<file path="src/rtl/pc_trace_ctl_pkg.sv">
// Shared types for the PC trace controller: FSM state encoding, PC type and
// the default post-trigger capture length.
package pc_trace_ctl_pkg;

  typedef enum logic [1:0] {
    IDLE  = 2'd0,
    ARMED = 2'd1,
    POST  = 2'd2,
    DONE  = 2'd3
  } trace_state_t;

  typedef logic [17:0] pc_t;

  localparam int POST_LEN_DEFAULT = 16;

endpackage

</file>
<file path="src/rtl/pc_trace_ctl.sv">
// Feeds the PC-history LIFO from the fetch stream (deduped, trigger + post count)
// and pops it one entry per console read strobe, newest PC first.
module pc_trace_ctl
  import pc_trace_ctl_pkg::*;
#(
  parameter int PC_WIDTH  = 18,
  parameter int POST_LEN  = POST_LEN_DEFAULT,
  parameter int CNT_WIDTH = 8
) (
  input  logic                clk,
  input  logic                rst,
  input  logic                clken,
  input  logic                cpu_fetch,
  input  logic [PC_WIDTH-1:0] cpu_pc,
  input  logic                ctl_arm,
  input  logic                ctl_disarm,
  input  logic                ctl_clr,
  input  logic                ctl_match_en,
  input  logic [PC_WIDTH-1:0] ctl_match_addr,
  input  logic                rd_req,
  output logic [PC_WIDTH-1:0] rd_data,
  output logic                rd_valid,
  output logic                rd_nak,
  output logic [1:0]          stat_state,
  output logic                stat_trig,
  output logic                stat_wrap,
  output logic                lifo_clr,
  output logic                lifo_push,
  output logic                lifo_pop,
  output logic [PC_WIDTH-1:0] lifo_in,
  input  logic [PC_WIDTH-1:0] lifo_out,
  input  logic                lifo_full,
  input  logic                lifo_empty
);

  trace_state_t         state, state_nxt;
  logic [CNT_WIDTH-1:0] cnt, cnt_nxt;
  logic [PC_WIDTH-1:0]  last_pc;
  logic                 last_pc_vld;
  logic                 capturing;
  logic                 fe;
  logic                 hit;
  logic                 push;
  logic                 pop;
  logic                 flags_clr;
  logic                 trig_set;

  always_comb begin
    state_nxt = state;
    cnt_nxt   = cnt;
    flags_clr = 1'b0;
    trig_set  = 1'b0;
    lifo_clr  = rst;
    capturing = (state == ARMED) || (state == POST);
    // A clear or disarm cycle never pushes, even with a fetch present.
    fe   = clken & cpu_fetch & capturing & ~ctl_clr & ~ctl_disarm & ~rst;
    hit  = fe & (state == ARMED) & ctl_match_en & (cpu_pc == ctl_match_addr);
    push = fe & (hit | ~last_pc_vld | (cpu_pc != last_pc));
    pop  = rd_req & ~capturing & ~lifo_empty & ~rst;

    if (ctl_clr) begin
      state_nxt = IDLE;
      lifo_clr  = 1'b1;
      flags_clr = 1'b1;
    end else if (ctl_disarm && capturing) begin
      state_nxt = DONE;
    end else if (ctl_arm && !capturing) begin
      state_nxt = ARMED;
      lifo_clr  = 1'b1;
      flags_clr = 1'b1;
    end else if (hit) begin
      trig_set  = 1'b1;
      cnt_nxt   = CNT_WIDTH'(POST_LEN);
      state_nxt = (POST_LEN == 0) ? DONE : POST;
    end else if (push && (state == POST)) begin
      cnt_nxt = cnt - CNT_WIDTH'(1);
      if (cnt == CNT_WIDTH'(1)) state_nxt = DONE;
    end
  end

  assign lifo_push  = push;
  assign lifo_pop   = pop;
  assign lifo_in    = push ? cpu_pc : '0;
  assign stat_state = state;

  always_ff @(posedge clk) begin
    if (rst) begin
      state       <= IDLE;
      cnt         <= '0;
      last_pc     <= '0;
      last_pc_vld <= 1'b0;
      stat_trig   <= 1'b0;
      stat_wrap   <= 1'b0;
    end else begin
      state <= state_nxt;
      cnt   <= cnt_nxt;
      if (flags_clr) begin
        stat_trig   <= 1'b0;
        stat_wrap   <= 1'b0;
        last_pc_vld <= 1'b0;
      end else begin
        if (trig_set) stat_trig <= 1'b1;
        if (push) begin
          last_pc     <= cpu_pc;
          last_pc_vld <= 1'b1;
          if (lifo_full) stat_wrap <= 1'b1;
        end
      end
    end
  end

  // Read handshake: every rd_req cycle gets rd_valid exactly one cycle later;
  // rd_nak alongside it means no data (empty stack or capture in progress).
  always_ff @(posedge clk) begin
    if (rst) begin
      rd_valid <= 1'b0;
      rd_nak   <= 1'b0;
      rd_data  <= '0;
    end else begin
      rd_valid <= rd_req;
      rd_nak   <= rd_req & ~pop;
      if (pop) rd_data <= lifo_out;
      else if (rd_req) rd_data <= '0;
    end
  end

endmodule

</file>
<file path="config.mk">
export PLATFORM = sky130hd
export DESIGN_NAME = pc_trace_ctl
export DESIGN_NICKNAME = d
export VERILOG_FILES = /design/src/rtl/pc_trace_ctl_pkg.sv /design/src/rtl/pc_trace_ctl.sv
export SDC_FILE = /design/constraint.sdc
export NUM_CORES = 1
export LEC_CHECK = 0
export BUFFER_PORTS_ARGS = -buffer_cell sky130_fd_sc_hd__clkbuf_2
export CAP_MARGIN = 30
export CORE_MARGIN = 2
export CORE_UTILIZATION = 51
export DETAILED_ROUTE_END_ITERATION = 8
export PLACE_DENSITY_LB_ADDON = 0.2
export SKIP_LAST_GASP = 1
export SLEW_MARGIN = 20
export SYNTH_ARGS = -nofsm -noshare
export SYNTH_HDL_FRONTEND = slang
export SYNTH_SLANG_ARGS = --single-unit
</file>
<file path="constraint.sdc">
create_clock -name clk -period 4.5 [get_ports clk]
set_input_delay 0.45 -clock clk [delete_from_list [all_inputs] [get_ports clk]]
set_output_delay 0.45 -clock clk [all_outputs]
set_load 0.1 [all_outputs]
</file>
Word level (Yosys, flattened, before mapping)
Cells that the tools add are included.

Input bits: 65. Output and inout bits: 45. Logic and storage cells: 75. Register bits after elaboration: 51.

Reductions and logical operators: 15. Add/subtract/negate cells: 1. Mux-type cells: 20. Eq/ne operators: 5. Bitwise operators: 25.

Operators by type and width (number): 18-bit two-way mux (3); 18-bit == test (1); 18-bit inequality test (1); 8-bit two-way mux (2); 1-bit AND (13); 1-bit two-way mux (10); 2-bit two-way mux (5); 1-bit inverter (10); 8-bit by 1-bit == test with 1-bit output (second input constant) (1); 4-bit nonzero test (2); 8-bit by 1-bit subtractor with 8-bit output (second input constant) (1); 2-bit AND reduction (3); 4-bit AND reduction (1); 2-bit nonzero test (2); 2-bit OR reduction (2); 1-bit logical AND (3); 2-bit by 1-bit == test with 1-bit output (second input constant) (1); 2-bit == test (second input constant) (1); 1-bit bitwise OR (2); 1-bit zero test (1); 1-bit logical OR (1).

Longest topological paths before layout
Word-level depth: 17. Mapped depth: 9. Depth with buffers taken out: 8.

Worst setup path before layout
Ideal clock, no wire load.

Kind: flip-flop to output port. From: reg state[0] (netlist: stat_state[0]). To: out lifo_in[16]. Data required time: 4.050 ns. Path buffers: 2. Stages on the path, launching flop included: 8. Arrival: 3.101 ns. Path slack: 0.949 ns. Path through: dfxtp_1 ha_1 nand3_1 or4_4 o2111ai_2 buf_6 buf_2 and3_1.

Longest elaborated chain between the ends: 13. Elaborated cells on any way between the ends: 14. Those cells by class: eq/ne: 2; mux: 1; bitwise: 10; reduce/logical: 1.

RTL lines: start, declared (RTL line pc_trace_ctl.sv:36) `trace_state_t state, state_nxt;`; start signal, assigned (RTL line pc_trace_ctl.sv:95) `state <= state_nxt;`; 2-bit by 1-bit == test with 1-bit output / 2-bit == test (equally long branches) (RTL line pc_trace_ctl.sv:54, pc_trace_ctl.sv:57); 1-bit logical OR (RTL line pc_trace_ctl.sv:54) `capturing = (state == ARMED) || (state == POST);`; 1-bit AND (4 in a row) (RTL line pc_trace_ctl.sv:56) `fe = clken & cpu_fetch & capturing & ~ctl_clr & ~ctl_disarm & ~rst;`; 1-bit AND (3 in a row) (RTL line pc_trace_ctl.sv:57) `hit = fe & (state == ARMED) & ctl_match_en & (cpu_pc == ctl_match_addr);`; 1-bit bitwise OR (2 in a row) (RTL line pc_trace_ctl.sv:58) `push = fe & (hit | ~last_pc_vld | (cpu_pc != last_pc));`; 1-bit AND (*) (RTL line pc_trace_ctl.sv:58); 18-bit two-way mux (*) (RTL line pc_trace_ctl.sv:83) `assign lifo_in = push ? cpu_pc : '0;`; end, declared (RTL line pc_trace_ctl.sv:30) `output logic [PC_WIDTH-1:0] lifo_in,`.

Mark *: on every way between the ends. The rest lies on a longest branch, timed or not.

Final worst setup path
From: reg state[0] (netlist: stat_state[0]). To: out lifo_push.

Longest elaborated chain between the ends: 12. Elaborated cells on any way between the ends: 13. Those cells by class: eq/ne: 2; bitwise: 10; reduce/logical: 1.

RTL lines: 2-bit by 1-bit == test with 1-bit output / 2-bit == test (equally long branches) (RTL line pc_trace_ctl.sv:54, pc_trace_ctl.sv:57); 1-bit logical OR (RTL line pc_trace_ctl.sv:54); 1-bit AND (4 in a row) (RTL line pc_trace_ctl.sv:56); 1-bit AND (3 in a row) (RTL line pc_trace_ctl.sv:57); 1-bit bitwise OR (2 in a row) (RTL line pc_trace_ctl.sv:58); 1-bit AND (*) (RTL line pc_trace_ctl.sv:58); end, declared (RTL line pc_trace_ctl.sv:28) `output logic lifo_push,`.

Marks and branches as above.

==> results.py <==
metrics = {
    "outcome": {
        "status": "complete, no violations",
    },
    "critical_path": {
        "r2r.worst_path.cells": 9,
        "critPathKind": "reg -> out",
        "cp-start-kind": "register",
        "cp_max_fo": 29,
        "critPathCaptureType": "output pin",
        "cp_slowest_stage_delay_ns": 0.54,
        "cpMaxStageDelayCell": "clkbuf_2",
        "worstSetupStartpoint": "stat_state[0]$_SDFFE_PP0P_",
        "r2r_start": "stat_state[0]$_SDFFE_PP0P_",
        "required_ns": 4.05,
        "cp_cell_sequence": "inv_1 > ha_1 > nor2_1 > and4_1 > buf_4 > and2_1 > clkbuf_2",
        "crit_arrival_ns": 2.77,
    },
    "final_layout": {
        "utilization": 0.679,
        "area_delta_synth_final_pct": 26.4,
        "final_cell_area_um2": 3270,
        "layoutNonFillerInstCount": 465,
        "nets": 466,
        "drive_gt1_frac": 0.332,
        "n_antenna_cell": 0,
    },
    "floorplan": {
        "start_util": 0.537,
        "rows": 25,
        "die_area_um2": 5660,
        "die-width_um": 75.2,
        "design.core.area_um2": 4820,
        "ios": 110,
        "die_h_um": 75.2,
    },
    "drt": {
        "wl_per_cell_um": 13.5,
        "vias": 2380,
        "drcViolationCount": 0,
        "finalWirelength_um": 6260,
        "drt_iter0_markers": 119,
        "antenna_left": 0,
        "vias_per_cell": 5.12,
        "dr.pass1.iters": 4,
    },
    "synth": {
        "synth_edf_count": 0,
        "postSynthCellCount": 293,
        "synthDistinctLibCells": 38,
        "netlist_area_um2": 2590,
        "synth.avg_cell_area_um2": 8.84,
        "yosysWarnings": 0,
        "synth_nets": 362,
        "async_flop_share": 0,
        "synth_seq_cells": 51,
        "ys.flop_type": "dfxtp_1",
        "ys_seq_area_frac": 0.394,
    },
    "global_route": {
        "overflow": 0,
        "grt_pass1_vias": 2246,
        "antenna_found_initial": 0,
        "top_usage_layer": "met2",
        "met2_usage": 0.377,
        "use_met3": 0.0683,
        "grt_use_met1": 0.303,
        "grt_pass1_wl_um": 10100,
        "globalRouteTotalUtil": 0.235,
        "grt_max_degree": 41,
    },
    "clock_network": {
        "postCtsHoldBufs": 0,
        "cts_resized": 0,
        "cts_sinks": 51,
        "cts_root_buffer": "clkbuf_8",
        "cts_made_buffers": 5,
        "clk_pin_slew_worst_paths_ns": 0.09,
        "htree_levels": 2,
        "clkLatencyLatePin_ns": 0.30,
        "cts_tree": "built",
        "clk_path_buf_depth": 2,
        "cts_setup_buffers": 0,
    },
    "timing": {
        "min_period_ns": 3.22,
        "setup_viol": 0,
        "clock.fmax_mhz": 310,
        "finalMaxSlewViolations": 0,
        "finalClockSkew_ns": 0.00279,
        "hold_violations": 0,
        "fin_crit_sh": 0.717,
        "worst_slew_pin_slew_ns": 0.764,
        "slew_headroom": 0.491,
        "grt_setup_unrepaired": "no",
        "tns_ns": 0,
    },
    "power": {
        "p_leak_nw": 1.50,
        "power_w": 0.000889,
        "irDropWorstVdd_v": 0.000191,
        "power_density_nw_per_um2": 272,
    },
    "placement": {
        "place_area_um2": 3170,
        "place.gp.congestion": 0.829,
        "place_inst": 457,
        "io_buffers": 109,
        "hpwlAfterDp_um": 4710,
    },
    "job": {
        "cap_violations": 0,
    },
    "worst_hold_path": {
        "worst_hold_path_type": "in -> reg",
        "hp-start": "lifo_out[2]",
        "min_delay_path_depth": 3,
    },
}
## layout by cell type (no fill, tap or decap), types with 2 or more instances in the layout
cell type / instances
a21boi_0: 9
nor4_1: 3
nor2_1: 32
nand4_1: 8
nand2b_1: 12
nor2b_1: 19
a31oi_1: 3
clkbuf_8: 7
dfxtp_1: 51
and2_1: 2
o21ba_2: 7
ha_1: 4
nor3_1: 3
a21oi_1: 22
and3_1: 19
buf_4: 3
xnor2_1: 24
xor2_1: 16
nand2_1: 4
inv_1: 10
clkbuf_2: 109
o21bai_1: 10
a2111oi_0: 3
nand3_1: 3
## layer usage
layer / vias up / share of wire
met4: 0 / 0.019
met2: 79 / 0.46
met5: - / 0
li1: 1209 / -
met1: 1081 / 0.46
met3: 11 / 0.068
## cells in the mapped netlist, types with 2 or more instances
cell       count  share of area
dfxtp_1       51           0.39
nor2_1        32          0.046
xnor2_1       24          0.081
a21oi_1       22          0.043
and3_1        19          0.046
nor2b_1       19          0.046
xor2_1        16          0.054
nand2b_1      12          0.029
clkbuf_1      11          0.016
inv_1         10          0.015
o21bai_1      10          0.029
a21boi_0       9          0.026
nand4_1        8          0.019
o21ba_2        7          0.027
ha_1           4          0.019
nand2_1        4         0.0058
a2111oi_0      3          0.010
a31oi_1        3         0.0073
buf_2          3         0.0058
nand3_1        3         0.0058
nor3_1         3         0.0058
nor4_1         3         0.0073
and2_1         2         0.0048
## per-stage QoR
step                      hold WS [ns]  setup slack [ns]
after floorplan                  0.440             0.949
after global placement           0.448              1.39
after detailed placement         0.453              1.35
after CTS                        0.363              1.27
after global routing             0.371              1.05
final                            0.372              1.28
## kinds of logic (layout without fill, tap and decap cells)
logic type | Yosys count | after routing | share of synthesized area
buffers and inverters | 25 | 130 | 0.0406
adder cells (fa/ha/maj) | 4 | 4 | 0.0193
flip-flops | 51 | 51 | 0.394
XOR/XNOR | 40 | 40 | 0.135
AO/OA/AOI/OAI | 62 | 62 | 0.174
AND/OR/NAND/NOR | 111 | 111 | 0.237
## cell type report
cell class / instances / area, um2
timing repair buffer: 112 / 568
sequential: 51 / 1020
fill: 436 / 1540
clock buffer: 8 / 100
tap: 67 / 83.8
inverter: 10 / 37.5
multi-input combinational: 217 / 1460
## worst paths after layout
| path | endpoint | slack, ns |
|---|---|---|
| hold / removal | rd_data[2]$_SDFFE_PP0P_ | 0.37 |
| hold reg to reg | last_pc_vld$_SDFFE_PP0N_ | 0.47 |
| setup / recovery | lifo_push | 1.28 |
| setup reg to reg | cnt[4]$_SDFFE_PP0P_ | 1.81 |
## power breakdown
part	internal [W]	switching, W	total (W)
registers	0.000457	0.00000309	0.000460
logic	0.0000492	0.0000972	0.000146
clock network	0.000140	0.000142	0.000282
## critical path, delay by kind of cell, from the launching register on
| kind | cells | cell delay [ns] |
|---|---|---|
| and+or+nand+nor | 3 | 0.85 |
| DFF | 1 | 0.39 |
| buffers and inverters | 3 | 0.85 |
| adders and majority gates | 1 | 0.36 |
## registers in the layout (all words and copies together), names as in the netlist
signal,count
rd_data,18
last_pc_vld,1
stat_wrap,1
stat_state,2
cnt,8
rd_valid,1
rd_nak,1
last_pc,18
stat_trig,1
Power figures use the tool's default switching activity.
